==> config.mk <==
export PLATFORM = sky130hd
export DESIGN_NAME = cross_bar_arbiter
export DESIGN_NICKNAME = d
export VERILOG_FILES = /design/src/rtl/cross_bar_arbiter.sv
export SDC_FILE = /design/constraint.sdc
export NUM_CORES = 1
export LEC_CHECK = 0
export ABC_AREA = 1
export CAP_MARGIN = 25
export CORE_UTILIZATION = 45
export CTS_CLUSTER_DIAMETER = 80
export DETAILED_ROUTE_END_ITERATION = 10
export PLACE_DENSITY = 0.94
export SKIP_LAST_GASP = 1
export SYNTH_ARGS = -nofsm -noshare
export SYNTH_HDL_FRONTEND = slang
export SYNTH_SLANG_ARGS = --single-unit
==> constraint.sdc <==
create_clock -name clk -period 4.4 [get_ports clk]
set_input_delay 0.88 -clock clk [delete_from_list [all_inputs] [get_ports clk]]
set_output_delay 0.88 -clock clk [all_outputs]
set_load 0.05 [all_outputs]
==> src/rtl/cross_bar_arbiter.sv <==
// Round-robin arbiter funnelling MASTER_N masters onto a single slave port.
// Read acceptances push the owning master index into an external order FIFO;
// slave read responses pop it to route the response strobe back in order.
module cross_bar_arbiter #(
    parameter int unsigned MASTER_N = 4,
    parameter int unsigned MAX_OUT  = 4,
    localparam int unsigned MASTER_W = (MASTER_N > 1) ? $clog2(MASTER_N) : 1,
    localparam int unsigned CNT_W    = $clog2(MAX_OUT + 1)
) (
    input  logic                clk,
    input  logic                aresetn,
    input  logic [MASTER_N-1:0] m_req,
    input  logic [MASTER_N-1:0] m_cmd,
    output logic [MASTER_N-1:0] m_ack,
    output logic [MASTER_N-1:0] m_resp,
    output logic                s_req,
    output logic                s_cmd,
    input  logic                s_ack,
    input  logic                s_resp,
    output logic [MASTER_W-1:0] grant_id,
    output logic                fifo_wr,
    output logic [MASTER_W-1:0] fifo_wdata,
    output logic                fifo_rd,
    input  logic [MASTER_W-1:0] fifo_rdata,
    input  logic                fifo_empty,
    output logic [CNT_W-1:0]    outstanding,
    output logic                resp_err
);

    localparam logic ST_IDLE = 1'b0;
    localparam logic ST_REQ  = 1'b1;

    logic                r_state;
    logic [MASTER_W-1:0] r_grant_id;
    logic [MASTER_W-1:0] r_last_grant;
    logic [CNT_W-1:0]    r_outstanding;
    logic                r_resp_err;

    logic                w_full;
    logic [MASTER_N-1:0] w_elig;
    logic                w_found;
    logic [MASTER_W-1:0] w_pick;
    logic [MASTER_W-1:0] w_idx;
    logic                w_in_req;
    logic                w_accept;
    logic                w_rd_accept;
    logic                w_resp_ok;
    logic                w_resp_bad;
    logic                w_inc;
    logic                w_dec;

    // Reads are held off once the order FIFO could overflow; writes always pass.
    assign w_full = (r_outstanding == CNT_W'(MAX_OUT));
    assign w_elig = m_req & ~(m_cmd & {MASTER_N{w_full}});

    // Pick the first eligible master after the last one served, wrapping around.
    always_comb begin
        w_found = 1'b0;
        w_pick  = r_grant_id;
        w_idx   = '0;
        for (int unsigned k = 1; k <= MASTER_N; k++) begin
            w_idx = MASTER_W'((32'(r_last_grant) + k) % MASTER_N);
            if (!w_found && w_elig[w_idx]) begin
                w_found = 1'b1;
                w_pick  = w_idx;
            end
        end
    end

    // Combinational outputs are gated by aresetn so they read zero during reset.
    assign w_in_req    = aresetn && (r_state == ST_REQ);
    assign s_req       = w_in_req & m_req[r_grant_id];
    assign s_cmd       = w_in_req & m_cmd[r_grant_id];
    assign w_accept    = s_req & s_ack;
    assign w_rd_accept = w_accept & s_cmd;

    assign m_ack      = w_accept ? (MASTER_N'(1) << r_grant_id) : '0;
    assign fifo_wr    = w_rd_accept;
    assign fifo_wdata = w_rd_accept ? r_grant_id : '0;

    assign w_resp_ok  = aresetn & s_resp & ~fifo_empty;
    assign w_resp_bad = s_resp & fifo_empty;
    assign fifo_rd    = w_resp_ok;
    assign m_resp     = w_resp_ok ? (MASTER_N'(1) << fifo_rdata) : '0;

    assign w_inc = w_rd_accept && (r_outstanding != CNT_W'(MAX_OUT));
    assign w_dec = w_resp_ok && (r_outstanding != '0);

    assign grant_id    = r_grant_id;
    assign outstanding = r_outstanding;
    assign resp_err    = r_resp_err;

    // Two-state grant FSM; last_grant only moves on a completed handshake.
    always_ff @(posedge clk or negedge aresetn) begin
        if (!aresetn) begin
            r_state      <= ST_IDLE;
            r_grant_id   <= '0;
            r_last_grant <= MASTER_W'(MASTER_N - 1);
        end else if (r_state == ST_IDLE) begin
            if (w_found) begin
                r_grant_id <= w_pick;
                r_state    <= ST_REQ;
            end
        end else begin
            if (!m_req[r_grant_id]) begin
                r_state <= ST_IDLE;
            end else if (s_ack) begin
                r_last_grant <= r_grant_id;
                r_state      <= ST_IDLE;
            end
        end
    end

    // Outstanding read count; simultaneous accept and response cancel out.
    always_ff @(posedge clk or negedge aresetn) begin
        if (!aresetn) begin
            r_outstanding <= '0;
        end else if (w_inc && !w_dec) begin
            r_outstanding <= r_outstanding + CNT_W'(1);
        end else if (w_dec && !w_inc) begin
            r_outstanding <= r_outstanding - CNT_W'(1);
        end
    end

    // Sticky flag for a response that arrived with nothing to route it to.
    always_ff @(posedge clk or negedge aresetn) begin
        if (!aresetn) begin
            r_resp_err <= 1'b0;
        end else if (w_resp_bad) begin
            r_resp_err <= 1'b1;
        end
    end

endmodule

== After elaboration in Yosys (flattened, before gate mapping) ==
Index checks and enable logic that the tools add are counted.

* Bits of input ports: 15
* Word-level logic and storage cells: 79
* Register bits after elaboration: 9
* Output and inout port bits: 20

* Bitwise logic cells: 12
* Reductions and logical operators: 18
* Equality and inequality tests: 2
* Shift-type cells: 2
* Add/subtract/negate cells: 6
* Mux-type cells: 29
* $lt $le $gt $ge: 5

{| class="wikitable"
|+ Operator list
! kind !! number
|-
| less-than comparator 2 x 3 -> 1 bit (second input constant) || 5
|-
| two-way mux 1 bit || 14
|-
| binary-select mux 1 bit (select 2 bit) || 6
|-
| two-way mux 2 bit || 5
|-
| AND 4 bit || 2
|-
| logical AND 1 bit || 8
|-
| two-way mux 4 bit || 2
|-
| << shifter 1 x 2 -> 4 bit (first input constant) || 2
|-
| AND 1 bit || 7
|-
| two-way mux 3 bit || 2
|-
| AND reduction 3 bit || 2
|-
| zero test 1 bit || 5
|-
| adder 2 x 1 -> 2 bit (second input constant) || 2
|-
| adder 2 bit (second input constant) || 2
|-
| NOT 4 bit || 1
|-
| nonzero test 4 bit || 1
|-
| adder 3 x 1 -> 3 bit (second input constant) || 1
|-
| == test 3 bit (second input constant) || 1
|-
| != test 3 bit (second input constant) || 1
|-
| nonzero test 3 bit || 1
|-
| subtractor 3 x 1 -> 3 bit (second input constant) || 1
|-
| NOT 1 bit || 2
|-
| nonzero test 2 bit || 1
|}

== Logic depth before layout (Yosys ltp) ==
* Depth after elaboration: 18
* Mapped depth: 13
* Depth with buffers taken out: 13

== Worst setup path before layout ==
Ideal clock, no wire load.

* Path kind: input to output
* Start point: input m_req[2]
* End point: output m_ack[2]
* Stages: 6
* Setup slack: 0.408 ns
* Path buffers: 0
* Arrival: 3.112 ns
* Cells stage by stage: nand3_1 o21ai_1 a221oi_2 nor2_1 nand2_1 nor3_1

* Longest elaborated chain between the ends: 5

{| class="wikitable"
|+ RTL lines
! element !! RTL line !! source
|-
| start: declaration || 12 || <nowiki>input logic [MASTER_N-1:0] m_req,</nowiki>
|-
| binary-select mux 1 bit (select 2 bit) || 72 || <nowiki>assign s_req = w_in_req & m_req[r_grant_id];</nowiki>
|-
| two-way mux 1 bit (not written as such) || 72 ||
|-
| AND 1 bit || 72 ||
|-
| named net s_req || 16 || <nowiki>output logic s_req,</nowiki>
|-
| AND 1 bit || 74 || <nowiki>assign w_accept = s_req & s_ack;</nowiki>
|-
| two-way mux 4 bit || 77 || <nowiki>assign m_ack = w_accept ? (MASTER_N'(1) << r_grant_id) : '0;</nowiki>
|-
| end: declaration || 14 || <nowiki>output logic [MASTER_N-1:0] m_ack,</nowiki>
|}

The timed path passes the listed nets, and every way through them passes these cells. The select of a mux whose other input is x is not followed.

== Worst setup path in the final report ==
* Start point: input m_req[3]
* End point: output fifo_wdata[0]

* Longest elaborated chain between the ends: 6

{| class="wikitable"
|+ RTL lines
! element !! RTL line !! source
|-
| binary-select mux 1 bit (select 2 bit) || 72 ||
|-
| two-way mux 1 bit (not written as such) || 72 ||
|-
| AND 1 bit || 72 ||
|-
| AND 1 bit || 74 ||
|-
| AND 1 bit || 75 || <nowiki>assign w_rd_accept = w_accept & s_cmd;</nowiki>
|-
| two-way mux 2 bit || 79 || <nowiki>assign fifo_wdata = w_rd_accept ? r_grant_id : '0;</nowiki>
|-
| end: declaration || 22 || <nowiki>output logic [MASTER_W-1:0] fifo_wdata,</nowiki>
|}

Every way passes these cells. The select of a mux whose other input is x is not followed.

==> impl_metrics.tcl <==
set metrics [dict create \
    required_ns 3.52 \
    dominantRegCellSynth "dfrtp_1" \
    reg2reg_slack_ns 1.79 \
    placedCellCount 187 \
    core_area_sq_um 1800 \
    drt-initial-drc-count 36 \
    ir_worst_vdd_uv 406 \
    cts_repair_resize_count 0 \
    startpoint_type "input pin" \
    io_pins 35 \
    hold_ws_ns 0.463 \
    relSlewSlack 0.656 \
    cts_tree "built" \
    p_per_area_nw_per_um2 753 \
    route.detailed.drc 0 \
    hp-class "register to register" \
    hold_viol 0 \
    clock-skew-final_ns 0.00104 \
    root_buffer "clkbuf_4" \
    viasPerCell 5.29 \
    cts_hold_buf 0 \
    rsz0062_at_grt "false" \
    path_max_fanout 5 \
    totalWireLength_microns 2370 \
    post_synth_num_cell_types 33 \
    die_area_sq_um 2170 \
    critPathKind "input pin to output port" \
    r2r_start "grant_id[1]" \
    drive_above_1_share 0.151 \
    status "completed" \
    seq_area_frac_synth 0.255 \
    drv_cap 0 \
    postSynth.asyncResetShare 1.00 \
    synth-seq-cells 9 \
    grt_usage 0.237 \
    arrival_ns 2.97 \
    p_leak_nw 0.566 \
    layout.nets 184 \
    htreeDepth 1 \
    ys_warn_count 0 \
    syn_nets 145 \
    reg2reg_depth 13 \
    min_path_cells 1 \
    grt_pass1_vias 913 \
    dpl.hpwl_microns 1970 \
    grt_max_degree 9 \
    hold_path_end "resp_err" \
    place_congestion 0.843 \
    path_clk_slew_ns 0.06 \
    post_cts_buffers 0 \
    min_period_ns 3.85 \
    ant_nets 0 \
    synth_edf_count 0 \
    layout.cells.non_filler 191 \
    clock_sinks 9 \
    syn_area_per_cell_sq_um 6.98 \
    ctsLongestPathBuffers 2 \
    fillers 135 \
    firstDrtPassIters 5 \
    routedWlPerCell_microns 12.4 \
    syn-cell-area_sq_um 893 \
    cts_made_buffers 3 \
    worstSkewPairLatency_ns 0.25 \
    worst_pin_slew_ns 0.515 \
    num_rows 15 \
    diodes 0 \
    setup_viol 0 \
    dieHeight_microns 46.6 \
    grt_overflow 0 \
    post-route-period-util 0.874 \
    num_vias 1010 \
    fin_setup_tns_ns 0 \
    syn_inst 128 \
    grt_antenna_before_repair 0 \
    initial_core_util 0.496 \
    area_delta_synth_final_pct 44.1 \
    fmax_mhz 260 \
    grt_pass1_wl_microns 3730 \
    end_kind "output port" \
    slew_viol_final 0 \
    timing.rr.end "outstanding[2]" \
    die-width_microns 46.6 \
    port_buffers 34 \
    min_from "resp_err" \
]
==> cell families after synthesis <==
| logic type | Yosys count | share of synthesized area |
|---|---|---|
| mux | 1 | 0.0126 |
| compound gates | 14 | 0.104 |
| xor+xnor | 3 | 0.0378 |
| flops | 9 | 0.255 |
| fa+ha+maj | 2 | 0.0364 |
| simple gates | 82 | 0.475 |
| buf+inv | 17 | 0.0798 |
==> area by class of cell <==
class / count / area [sq um] / share of cell area
Sequential cell: 9 / 228 / 0.177
Tap cell: 25 / 31.3 / 0.0243
Timing Repair Buffer: 35 / 348 / 0.270
Clock buffer: 4 / 26.3 / 0.0204
Inverter: 16 / 60.1 / 0.0466
Multi-Input combinational cell: 102 / 594 / 0.462
==> worst max path at each step <==
stage | end | depth (start not counted) | startpoint
2_1_floorplan | m_ack[2] | 6 | m_req[2]
3_3_place_gp | fifo_wdata[0] | 8 | m_req[3]
3_5_place_dp | fifo_wdata[0] | 8 | m_req[3]
4_1_cts | fifo_wdata[0] | 8 | m_req[3]
5_1_grt | fifo_wdata[0] | 8 | m_req[3]
6_report | fifo_wdata[0] | 8 | m_req[3]
==> flip-flops by register name, indices dropped and copies added (netlist names) <==
name	flops
resp_err	1
r_state	1
r_last_grant	2
grant_id	2
outstanding	3
==> Yosys cell counts (2+ instances only) <==
library cell  number  area (sq um)
nand2_1           29           109
nor3_1             5          25.0
dfrtp_1            7           175
nor2_1            12          45.0
o21ai_1            2          10.0
dfstp_2            2          52.6
o21ai_0            3          15.0
nand3_2            5          50.1
inv_2              3          11.3
nand3_1           21           105
nand2_4            2          22.5
a21oi_1            3          15.0
inv_1             13          48.8
nand2_2            2          12.5
==> where the power goes <==
| group | internal, mW | total [mW] | switching, mW |
|---|---|---|---|
| logic | 0.248 | 0.699 | 0.451 |
| registers | 0.129 | 0.210 | 0.0802 |
| clock network | 0.0348 | 0.0608 | 0.0261 |
==> layout by cell type, fill, tap and decap left out, types with 2 or more instances in the layout <==
cell type / n
a21oi_1: 3
clkbuf_4: 3
clkdlybuf4s50_1: 34
dfrtp_1: 7
dfstp_2: 2
inv_1: 13
inv_2: 3
nand2_1: 29
nand2_2: 2
nand2_4: 2
nand3_1: 21
nand3_2: 5
nor2_1: 12
nor3_1: 5
o21ai_0: 3
o21ai_1: 2
==> through the flow <==
step	power (mW)	instance area (sq um)	utilization	setup WS (ns)
after floorplan	0.736	893	-	0.408
after global placement	0.881	1260	0.700	0.626
after detailed placement	0.904	1260	0.700	0.553
after CTS	0.970	1290	0.715	0.548
after global routing	1.05	1290	0.715	0.406
final	0.970	1290	0.715	0.553
==> worst max-delay path: stages <==
cell and delay, ns:
clkdlybuf4s50_1 0.50, inv_1 0.05, o21ai_1 0.15, a221oi_2 0.07
nor2_1 0.23, nand2_1 0.15, nor2_1 0.12, clkdlybuf4s50_1 0.81
==> per-layer routing <==
metal / vias up / global-route usage / wire, microns
met4: 0 / 0.0647 / 27
li1: 505 / - / -
met3: 4 / 0.0118 / 98
met1: 463 / 0.300 / 1050
met5: - / 0 / 0
met2: 38 / 0.428 / 1200
Power figures use the tool's default switching activity.
